**src/rtl/bat_bus_pkg.sv**
```systemverilog
// Shared types and defaults for the bat system-bus arbiter.
// Optional macro used by the arbiter: BAT_BUS_ARB_TIMEOUT_EN.
package bat_bus_pkg;

    typedef enum logic [1:0] {
        IDLE,
        OWN,
        GAP
    } state_e;

    localparam int REQ_CPU    = 0;
    localparam int REQ_LOADER = 1;
    localparam int REQ_OUT    = 2;

    localparam int N_REQ_DEF    = 3;
    localparam int MAX_HOLD_DEF = 8;

endpackage

```
**src/rtl/bat_bus_if.sv**
```systemverilog
// Request/grant bundle between the bus requesters and the arbiter.
// The arbiter side uses the master modport, requesters use slave.
interface bat_bus_if import bat_bus_pkg::*; #(
    parameter int N_REQ = N_REQ_DEF
);
    localparam int IW = $clog2(N_REQ);

    logic [N_REQ-1:0] REQ;
    logic [N_REQ-1:0] GNT;
    logic [IW-1:0]    OWNER;
    logic             BUS_BUSY;
    logic             PREEMPT;

    modport master (
        input  REQ,
        output GNT,
        output OWNER,
        output BUS_BUSY,
        output PREEMPT
    );

    modport slave (
        output REQ,
        input  GNT,
        input  OWNER,
        input  BUS_BUSY,
        input  PREEMPT
    );

endinterface

```
**src/rtl/bat_rr_picker.sv**
```systemverilog
// Combinational round-robin search: first active request after `last`,
// wrapping modulo N_REQ, so the previous owner has lowest priority.
module bat_rr_picker import bat_bus_pkg::*; #(
    parameter int N_REQ = N_REQ_DEF,
    localparam int IW = $clog2(N_REQ)
) (
    input  logic [N_REQ-1:0] req,
    input  logic [IW-1:0]    last,
    output logic             valid,
    output logic [IW-1:0]    idx
);

    logic [IW-1:0] cand;

    always_comb begin
        valid = 1'b0;
        idx   = '0;
        cand  = '0;
        for (int i = 1; i <= N_REQ; i++) begin
            cand = IW'((int'(last) + i) % N_REQ);
            if (!valid && req[cand]) begin
                valid = 1'b1;
                idx   = cand;
            end
        end
    end

endmodule

```
**src/rtl/bat_bus_arbiter.sv**
```systemverilog
// Round-robin owner arbiter for the shared 8-bit bus, negedge-clocked,
// with a one-cycle GAP between owners. Macro: BAT_BUS_ARB_TIMEOUT_EN.
module bat_bus_arbiter import bat_bus_pkg::*; #(
    parameter int N_REQ    = N_REQ_DEF,
    parameter int MAX_HOLD = MAX_HOLD_DEF
) (
    input  logic       CLK,
    input  logic       RST,
    bat_bus_if.master  bus
);

    localparam int IW = $clog2(N_REQ);

    if (MAX_HOLD < 1) begin : g_bad_hold
        $error("MAX_HOLD must be at least 1");
    end

    state_e           state_q, state_d;
    logic [N_REQ-1:0] gnt_q, gnt_d;
    logic [IW-1:0]    owner_q, owner_d;
    logic [IW-1:0]    ptr_q, ptr_d;
    logic             busy_q, busy_d;
    logic             preempt_q, preempt_d;
    logic             win_vld;
    logic [IW-1:0]    win;
    logic             timeout;

    bat_rr_picker #(.N_REQ(N_REQ)) u_pick (
        .req   (bus.REQ),
        .last  (ptr_q),
        .valid (win_vld),
        .idx   (win)
    );

`ifdef BAT_BUS_ARB_TIMEOUT_EN
    localparam int HW = $clog2(MAX_HOLD + 1);

    logic [HW-1:0] hold_q, hold_d;

    // Preempt only when someone else is actually waiting.
    assign timeout = (hold_q == HW'(MAX_HOLD))
                   && |(bus.REQ & ~gnt_q);

    always_comb begin
        hold_d = hold_q;
        if (state_q == OWN) begin
            if (hold_q != HW'(MAX_HOLD))
                hold_d = hold_q + HW'(1);
        end else begin
            hold_d = win_vld ? HW'(1) : '0;
        end
    end

    always_ff @(negedge CLK or negedge RST) begin
        if (!RST) hold_q <= '0;
        else      hold_q <= hold_d;
    end
`else
    assign timeout = 1'b0;
`endif

    always_comb begin
        state_d   = state_q;
        gnt_d     = gnt_q;
        owner_d   = owner_q;
        ptr_d     = ptr_q;
        busy_d    = busy_q;
        preempt_d = 1'b0;
        unique case (state_q)
            IDLE, GAP: begin
                gnt_d  = '0;
                busy_d = 1'b0;
                if (win_vld) begin
                    state_d    = OWN;
                    gnt_d[win] = 1'b1;
                    owner_d    = win;
                    ptr_d      = win;
                    busy_d     = 1'b1;
                end else begin
                    state_d = IDLE;
                end
            end
            OWN: begin
                // A plain release wins over a coincident timeout.
                if (!bus.REQ[owner_q] || timeout) begin
                    state_d   = GAP;
                    gnt_d     = '0;
                    busy_d    = 1'b0;
                    preempt_d = bus.REQ[owner_q];
                end
            end
            default: begin
                state_d = IDLE;
                gnt_d   = '0;
                busy_d  = 1'b0;
            end
        endcase
    end

    always_ff @(negedge CLK or negedge RST) begin
        if (!RST) begin
            state_q   <= IDLE;
            gnt_q     <= '0;
            owner_q   <= '0;
            ptr_q     <= IW'(N_REQ - 1);
            busy_q    <= 1'b0;
            preempt_q <= 1'b0;
        end else begin
            state_q   <= state_d;
            gnt_q     <= gnt_d;
            owner_q   <= owner_d;
            ptr_q     <= ptr_d;
            busy_q    <= busy_d;
            preempt_q <= preempt_d;
        end
    end

    assign bus.GNT      = gnt_q;
    assign bus.OWNER    = owner_q;
    assign bus.BUS_BUSY = busy_q;
    assign bus.PREEMPT  = preempt_q;

endmodule

```
**src/flat_wrapper.sv**
```systemverilog
// flat-port wrapper written by rule: the top's interface ports become plain ports
module bat_bus_arbiter_flat import bat_bus_pkg::*;
#(
    parameter int N_REQ    = N_REQ_DEF,
    parameter int MAX_HOLD = MAX_HOLD_DEF
)
  (CLK, RST, bus_REQ, bus_GNT, bus_OWNER, bus_BUS_BUSY, bus_PREEMPT);
  bat_bus_if #(.N_REQ(N_REQ)) bus_i ();
  input  logic CLK;
  input  logic RST;
  input wire logic [$bits(bus_i.REQ)-1:0] bus_REQ;
  output wire logic [$bits(bus_i.GNT)-1:0] bus_GNT;
  output wire logic [$bits(bus_i.OWNER)-1:0] bus_OWNER;
  output wire logic [$bits(bus_i.BUS_BUSY)-1:0] bus_BUS_BUSY;
  output wire logic [$bits(bus_i.PREEMPT)-1:0] bus_PREEMPT;
  assign bus_i.REQ = bus_REQ;
  assign bus_GNT = bus_i.GNT;
  assign bus_OWNER = bus_i.OWNER;
  assign bus_BUS_BUSY = bus_i.BUS_BUSY;
  assign bus_PREEMPT = bus_i.PREEMPT;
  bat_bus_arbiter #(.N_REQ(N_REQ), .MAX_HOLD(MAX_HOLD)) u_core (.CLK(CLK), .RST(RST), .bus(bus_i));
endmodule
```
**config.mk**
```make
export PLATFORM = sky130hd
export DESIGN_NAME = bat_bus_arbiter_flat
export DESIGN_NICKNAME = d
export VERILOG_FILES = /design/src/rtl/bat_bus_pkg.sv /design/src/rtl/bat_bus_if.sv /design/src/rtl/bat_rr_picker.sv /design/src/rtl/bat_bus_arbiter.sv /design/src/flat_wrapper.sv
export SDC_FILE = /design/constraint.sdc
export NUM_CORES = 1
export LEC_CHECK = 0
export ABC_AREA = 1
export CAP_MARGIN = 20
export CORE_AREA = 2 2 39 41
export DETAILED_ROUTE_END_ITERATION = 10
export DIE_AREA = 0 0 41 43
export PLACE_DENSITY = 0.73
export SLEW_MARGIN = 20
export SYNTH_ARGS = -nofsm -noshare
export SYNTH_HDL_FRONTEND = slang
export SYNTH_HIERARCHICAL = 1
export SYNTH_SLANG_ARGS = --single-unit
```
**constraint.sdc**
```tcl
create_clock -name CLK -period 4.7 [get_ports CLK]
set_clock_uncertainty 0.05 [all_clocks]
set_input_delay 0.94 -clock CLK [delete_from_list [all_inputs] [get_ports CLK]]
set_output_delay 0.94 -clock CLK [all_outputs]
set_load 0.005 [all_outputs]
```
==> impl_metrics.toml, run 1 <==
[placed_design]
place.gp.congestion = 0.849
portBuffers = 10
dpl.hpwl_mm = 1.01
placed_cell_area_um2 = 787

[setup_path]
cpLargestDelayFamily = "buffers and inverters"
r2r_slack_ns = 2.65
cp_max_fo = 3
cp_num_cells = 1
ff2ff_path_depth = 12
crit_path_end_kind = "output pin"
path_buf_inv = 1
cp_slowest_cell = "clkdlybuf4s50_1"
critPathMaxStageDelay_ns = 0.51
r2r-end = "u_core/bus.OWNER[1]$_DFFE_NN0P_"
required_ns = 3.71
start_kind = "flop"
cp.arrival_ns = 3.55
crit_type = "flop to output pin"
reg2reg_from = "u_core/bus.OWNER[0]$_DFFE_NN0P_"
path_cells = "clkdlybuf4s50_1"

[route]
wirelength_mm = 1.30
avgViaCountPerCell = 5.07
ant_nets = 0
drcViolationCount = 0
routedWlPerCell_um = 10.6
dr.pass1.iters = 4
drt_iter0_markers = 29
num_vias = 623

[cts]
cts.repair.resized = 0
ctsHoldBuffers = 0
htreeDepth = 1
cts_setup_buffers = 0
cts.sinks = 9
path_clk_slew_ns = 0.05
cts_buffers = 3
insertion_delay_ns = 0.31
cts-root-buf = "clkbuf_4"
clock_path_buffers = 2
cts_tree = "yes"

[power_and_ir_drop]
p_sw_uw = 252
peakVddDrop_v = 0.000279
finalPower_uw = 532
p_per_area_nw_per_um2 = 654
seq_power_share_pct = 24.5
clock_power_share_pct = 11.7
swShare_pct = 47.3
combPwrFrac_pct = 63.8
intPower_uw = 280
leakagePower_nw = 0.432

[global_routing]
antenna_found_initial = 0
met1_usage_pct = 26.0
use_met2_pct = 26.6
grt_max_degree = 10
grt_pass1_vias = 536
grt_first_pass_wirelength_mm = 2.20
gr-usage-met3_pct = 7.85
gr-total-overflow = 0
grtUsageTotal_pct = 18.7
top_usage_layer = "met2"

[min_path]
hold_class = "flop to flop"
hp-start = "u_core/bus.BUS_BUSY$_DFFE_NN0P_"
whs_endpoint = "u_core/bus.BUS_BUSY$_DFFE_NN0P_"
min_path_cells = 2

[yosys]
syn-cell-area_um2 = 644
synth_cells = 90
synthFlopType = "dfrtn_1"
synth_compound_area_share_pct = 4.85
synth_nets = 97
synthArstFlopShare_pct = 100
ys_types = 20
synth_edf_count = 0
synth_xor_area_share_pct = 0
yosysWarnings = 6
ys_seq_area_share_pct = 35.1
synth.ff_latch_count = 9
synth-adder-area-share_pct = 3.88
yosys.area_share.simple_pct = 42.7
muxShareOfSynthArea_pct = 0
yosysTopAreaCellShare_pct = 31.1
synth_area_leaders = "dfrtn_1 (31%), nand2_1 (13%), nand3_1 (10%), inv_1 (8.7%), nand3_2 (4.7%)"
synth_top_family_by_area = "simple AND/OR/NAND/NOR gates"
yosysTopAreaCell = "dfrtn_1"
syn_avg_cell_area_um2 = 7.16

[final_layout]
final_cell_area_um2 = 813
nFillCells = 126
final_nets = 115
antenna_cells = 0
finish.utilization_pct = 58.8
seq_area_um2 = 226
multiInputGateArea_um2 = 335
final_layout_size_suffix_gt1_share_pct = 20.6
synthToLayoutAreaGrowth_pct = 26.2

[sta]
slew_violations = 0
rsz0062_at_grt = "no"
setup-violations-final = 0
finalHoldViolCount = 0

[die]
ioPinCount = 12
start_util_pct = 46.6
core.rowCount = 14
die_x_um = 41
die_area_um2 = 1760
core_um2 = 1380
die_h_um = 43

[job]
maxCapViolations = 0

[run_status]
status = "finished, final reports clean"
## routing by layer
layer | share of wire, % | vias to the layer above | wire (um)
li1 | - | 318 | -
met1 | 47 | 283 | 607
met2 | 46 | 22 | 603
met3 | 7.0 | 0 | 91
met4 | 0 | 0 | 0
met5 | 0 | - | 0
## worst max-delay path by stage
stage / start / end / slack (ns)
global route: bus_REQ[0] / u_core/bus.GNT[1]$_DFFE_NN0P_ / 0.02
floorplan: bus_REQ[2] / u_core/bus.OWNER[1]$_DFFE_NN0P_ / 0.50
finish: u_core/bus.OWNER[1]$_DFFE_NN0P_ / bus_OWNER[1] / 0.16
CTS: u_core/bus.OWNER[1]$_DFFE_NN0P_ / bus_OWNER[1] / 0.14
detailed placement: bus_REQ[1] / u_core/bus.GNT[2]$_DFFE_NN0P_ / -0.09
global placement: bus_REQ[0] / u_core/bus.GNT[0]$_DFFE_NN0P_ / -0.06
## through the flow
step / setup TNS [ns] / setup WS [ns] / std cells / hold slack [ns]
floorplan: 0 / 0.499 / 90 / 0.393
global placement: -0.279 / -0.0600 / 119 / 0.395
detailed placement: -0.432 / -0.0898 / 119 / 0.398
CTS: 0 / 0.142 / 123 / 0.398
global route: 0 / 0.0235 / 123 / 0.431
finish: 0 / 0.156 / 123 / 0.394
## layout make-up
cell class	count	area share (%)
inverter	17	7.85
multi-input combinational	61	41.2
timing repair buffer	15	16.9
clock inverter	1	0.462
sequential	9	27.8
clock buffer	4	3.23
tap	16	2.46
## power groups by stage
stage	Sequential, mW	Clock [mW]	Combinational [mW]
floorplan	0.135	0.00266	0.232
global placement	0.131	0.00266	0.326
CTS	0.131	0.0644	0.334
detailed placement	0.132	0.00266	0.333
global route	0.134	0.0686	0.382
finish	0.131	0.0621	0.340
## sequential cells by signal, summed over array words and instances, names as in the netlist
name and cells:
u_core/state_q 2, u_core/bus.GNT 3, u_core/bus.OWNER 2, u_core/bus.BUS_BUSY 1, u_core/ptr_q 1
## cells in the mapped netlist, types with 2 or more instances
cell      n
nand3_1  13
nand4_1   3
o21ai_0   4
buf_4     2
nand3_2   3
dfrtn_1   8
inv_2     3
ha_1      2
nor2_1    2
nand2_1  23
inv_1    15
nand2_4   2
nand2_2   3
## layout by cell type, fill, tap and decap left out
cell type        instances
dfstp_2                  1
nand3_1                 13
dfrtn_1                  8
nand4_1                  3
inv_2                    3
a31oi_1                  1
ha_1                     2
nor3_2                   1
conb_1                   1
inv_1                   15
nand2_1                 23
nor2_4                   1
clkbuf_4                 3
nand3_2                  3
nor3_1                   1
nand2_2                  3
nor2_1                   2
nand2_4                  2
clkbuf_1                 1
o21ai_0                  4
o21ai_1                  1
clkdlybuf4s50_1         10
buf_4                    5
## cell families (layout without fill, tap and decap cells)
group	count (synthesis)	in the layout
AOI/OAI and AO/OA	6	6
adders and majority gates	2	2
buffers and inverters	20	37
DFF	9	9
other	1	1
and+or+nand+nor	52	52
No activity file was read; power rests on OpenSTA's default activity.
==> run 2: changes to the inputs <==
==> constraint.sdc (replaced) <==
create_clock -name CLK -period 4.7 [get_ports CLK]
set_clock_uncertainty 0.05 [all_clocks]
set_input_delay 0.94 -clock CLK [delete_from_list [all_inputs] [get_ports CLK]]
set_output_delay 0.94 -clock CLK [all_outputs]
set_load 0.02 [all_outputs]
==> results of run 2 <==
The final DEF is identical to that of run 1. Status: finished, final reports clean.
Among the figures that moved: setup slack after layout 0.156 ns -> 0.0532 ns; total power 0.532 mW -> 0.554 mW; worst IR drop on VDD 0.000279 V -> 0.000285 V
==> run 3: changes to the inputs <==
--- a/config.mk
+++ b/config.mk
@@ -10,7 +10,7 @@
 export CORE_AREA = 2 2 39 41
 export DETAILED_ROUTE_END_ITERATION = 10
 export DIE_AREA = 0 0 41 43
-export PLACE_DENSITY = 0.73
+export PLACE_DENSITY = 0.75
 export SLEW_MARGIN = 20
 export SYNTH_ARGS = -nofsm -noshare
 export SYNTH_HDL_FRONTEND = slang
==> run 3 against run 2 <==
  * Non-clock buffer count did not move
  * Worst hold slack improved by 0.0064 ns
  * First-iteration DRC count grew 14%
==> impl_metrics.toml, run 3 (same netlist as run 1, synthesis figures left out) <==
[global_routing]
gr-total-overflow = 0
top_usage_layer = "met2"
grt_first_pass_wirelength_mm = 2.05
grt_max_degree = 10
antenna_found_initial = 0
grtUsageTotal_pct = 16.9
gr-usage-met3_pct = 6.28
grt_pass1_vias = 524
use_met2_pct = 25.3
met1_usage_pct = 23.7

[cts]
cts-root-buf = "clkbuf_4"
ctsHoldBuffers = 0
cts.sinks = 9
htreeDepth = 1
cts_tree = "yes"
path_clk_slew_ns = 0.05
cts_buffers = 3
cts_setup_buffers = 0
clock_path_buffers = 2
insertion_delay_ns = 0.30

[route]
dr.pass1.iters = 4
avgViaCountPerCell = 5.10
num_vias = 627
ant_nets = 0
drcViolationCount = 0
drt_iter0_markers = 33
routedWlPerCell_um = 10.7
wirelength_mm = 1.32

[die]
die_area_um2 = 1760
core.rowCount = 14
die_h_um = 43
die_x_um = 41
start_util_pct = 46.6
core_um2 = 1380
ioPinCount = 12

[power_and_ir_drop]
seq_power_share_pct = 23.7
swShare_pct = 49.1
intPower_uw = 281
combPwrFrac_pct = 65.5
p_sw_uw = 271
clock_power_share_pct = 10.8
peakVddDrop_v = 0.000350
p_per_area_nw_per_um2 = 676
leakagePower_nw = 0.441

[final_layout]
seq_area_um2 = 226
final_layout_size_suffix_gt1_share_pct = 20.6
layout_common_cells = "nand2_1 (23), inv_1 (15), nand3_1 (13)"
synthToLayoutAreaGrowth_pct = 26.6
finish.utilization_pct = 59.0
final_nets = 115
largest_reg_flops = 3
final_common_cell = "nand2_1"
fin_cells = 123
antenna_cells = 0
nFillCells = 135
multiInputGateArea_um2 = 335

[setup_path]
cp.arrival_ns = 3.64
ff2ff_path_depth = 10
r2r-end = "u_core/bus.OWNER[1]$_DFFE_NN0P_"
start_kind = "flop"
crit_type = "flop to output pin"
path_cells = "clkdlybuf4s50_1"
required_ns = 3.71
r2r_slack_ns = 2.65
cpLargestDelayFamily = "buffers and inverters"
crit_path_end_kind = "output pin"
reg2reg_from = "u_core/bus.OWNER[0]$_DFFE_NN0P_"
critPathMaxStageDelay_ns = 0.61
cp_slowest_cell = "clkdlybuf4s50_1"
path_buf_inv = 1
cp_max_fo = 3

[placed_design]
dp.cells = 119
dpl.hpwl_mm = 1.04
portBuffers = 10
place.gp.congestion = 0.829

[sta]
finalHoldViolCount = 0
hold-worst-slack_ns = 0.401
setup-violations-final = 0
rsz0062_at_grt = "no"
slew_violations = 0

[min_path]
hold_class = "flop to flop"
whs_endpoint = "u_core/bus.GNT[1]$_DFFE_NN0P_"
hp-start = "u_core/bus.GNT[1]$_DFFE_NN0P_"
min_path_cells = 2

[job]
maxCapViolations = 0

[run_status]
status = "finished, final reports clean"
run 3: cell count changes in the layout (fill, tap and decap cells not counted):
cell	previous run	this run
dlymetal6s2s_1	0	1
clkdlybuf4s50_1	10	9
run 3: what timing repair did:
item / in CTS / in global routing
setup endpoints to repair: 0 / 1
resized for setup: 0 / 1
endpoints found under the hold margin: 0 / 0
run 3: routing by layer:
layer	share of wire, %	wire (um)
met5	0	0
met4	0	0
met3	6.1	80
met2	48	628
met1	46	609
run 3: cell type report:
cell class,count,area share [%]
multi-input combinational,61,41.1
timing repair buffer,15,17.2
tap,16,2.45
clock buffer,4,3.22
sequential,9,27.8
clock inverter,1,0.460
inverter,17,7.82
run 3: worst max path at each step:
| stage | to | cells after the start | slack [ns] | startpoint |
|---|---|---|---|---|
| after floorplan | u_core/bus.OWNER[1]$_DFFE_NN0P_ | 8 | 0.50 | bus_REQ[2] |
| after global placement | u_core/bus.OWNER[1]$_DFFE_NN0P_ | 8 | -0.05 | bus_REQ[2] |
| after detailed placement | u_core/bus.GNT[1]$_DFFE_NN0P_ | 10 | -0.10 | bus_REQ[1] |
| after CTS | bus_OWNER[1] | 1 | 0.06 | u_core/bus.OWNER[1]$_DFFE_NN0P_ |
| after global routing | bus_OWNER[1] | 1 | 0.01 | u_core/bus.OWNER[1]$_DFFE_NN0P_ |
| final | bus_OWNER[1] | 1 | 0.07 | u_core/bus.OWNER[1]$_DFFE_NN0P_ |
run 3: power by group through the flow:
stage | combinational, mW | sequential, mW | clock [mW]
after global routing | 0.399 | 0.135 | 0.0654
after detailed placement | 0.357 | 0.133 | 0.00266
final | 0.361 | 0.131 | 0.0594
after global placement | 0.346 | 0.131 | 0.00266
after floorplan | 0.236 | 0.151 | 0.00266
after CTS | 0.359 | 0.132 | 0.0604
run 3: through the flow:
| step | worst slack, ns | setup TNS (ns) | cell area, um^2 | total power, mW |
|---|---|---|---|---|
| 2_1_floorplan | 0.498 | 0 | 644 | 0.390 |
| 5_1_grt | 0.0132 | 0 | 816 | 0.600 |
| 4_1_cts | 0.0615 | 0 | 813 | 0.551 |
| 6_report | 0.0679 | 0 | 816 | 0.552 |
| 3_3_place_gp | -0.0470 | -0.199 | 787 | 0.480 |
| 3_5_place_dp | -0.101 | -0.567 | 787 | 0.492 |
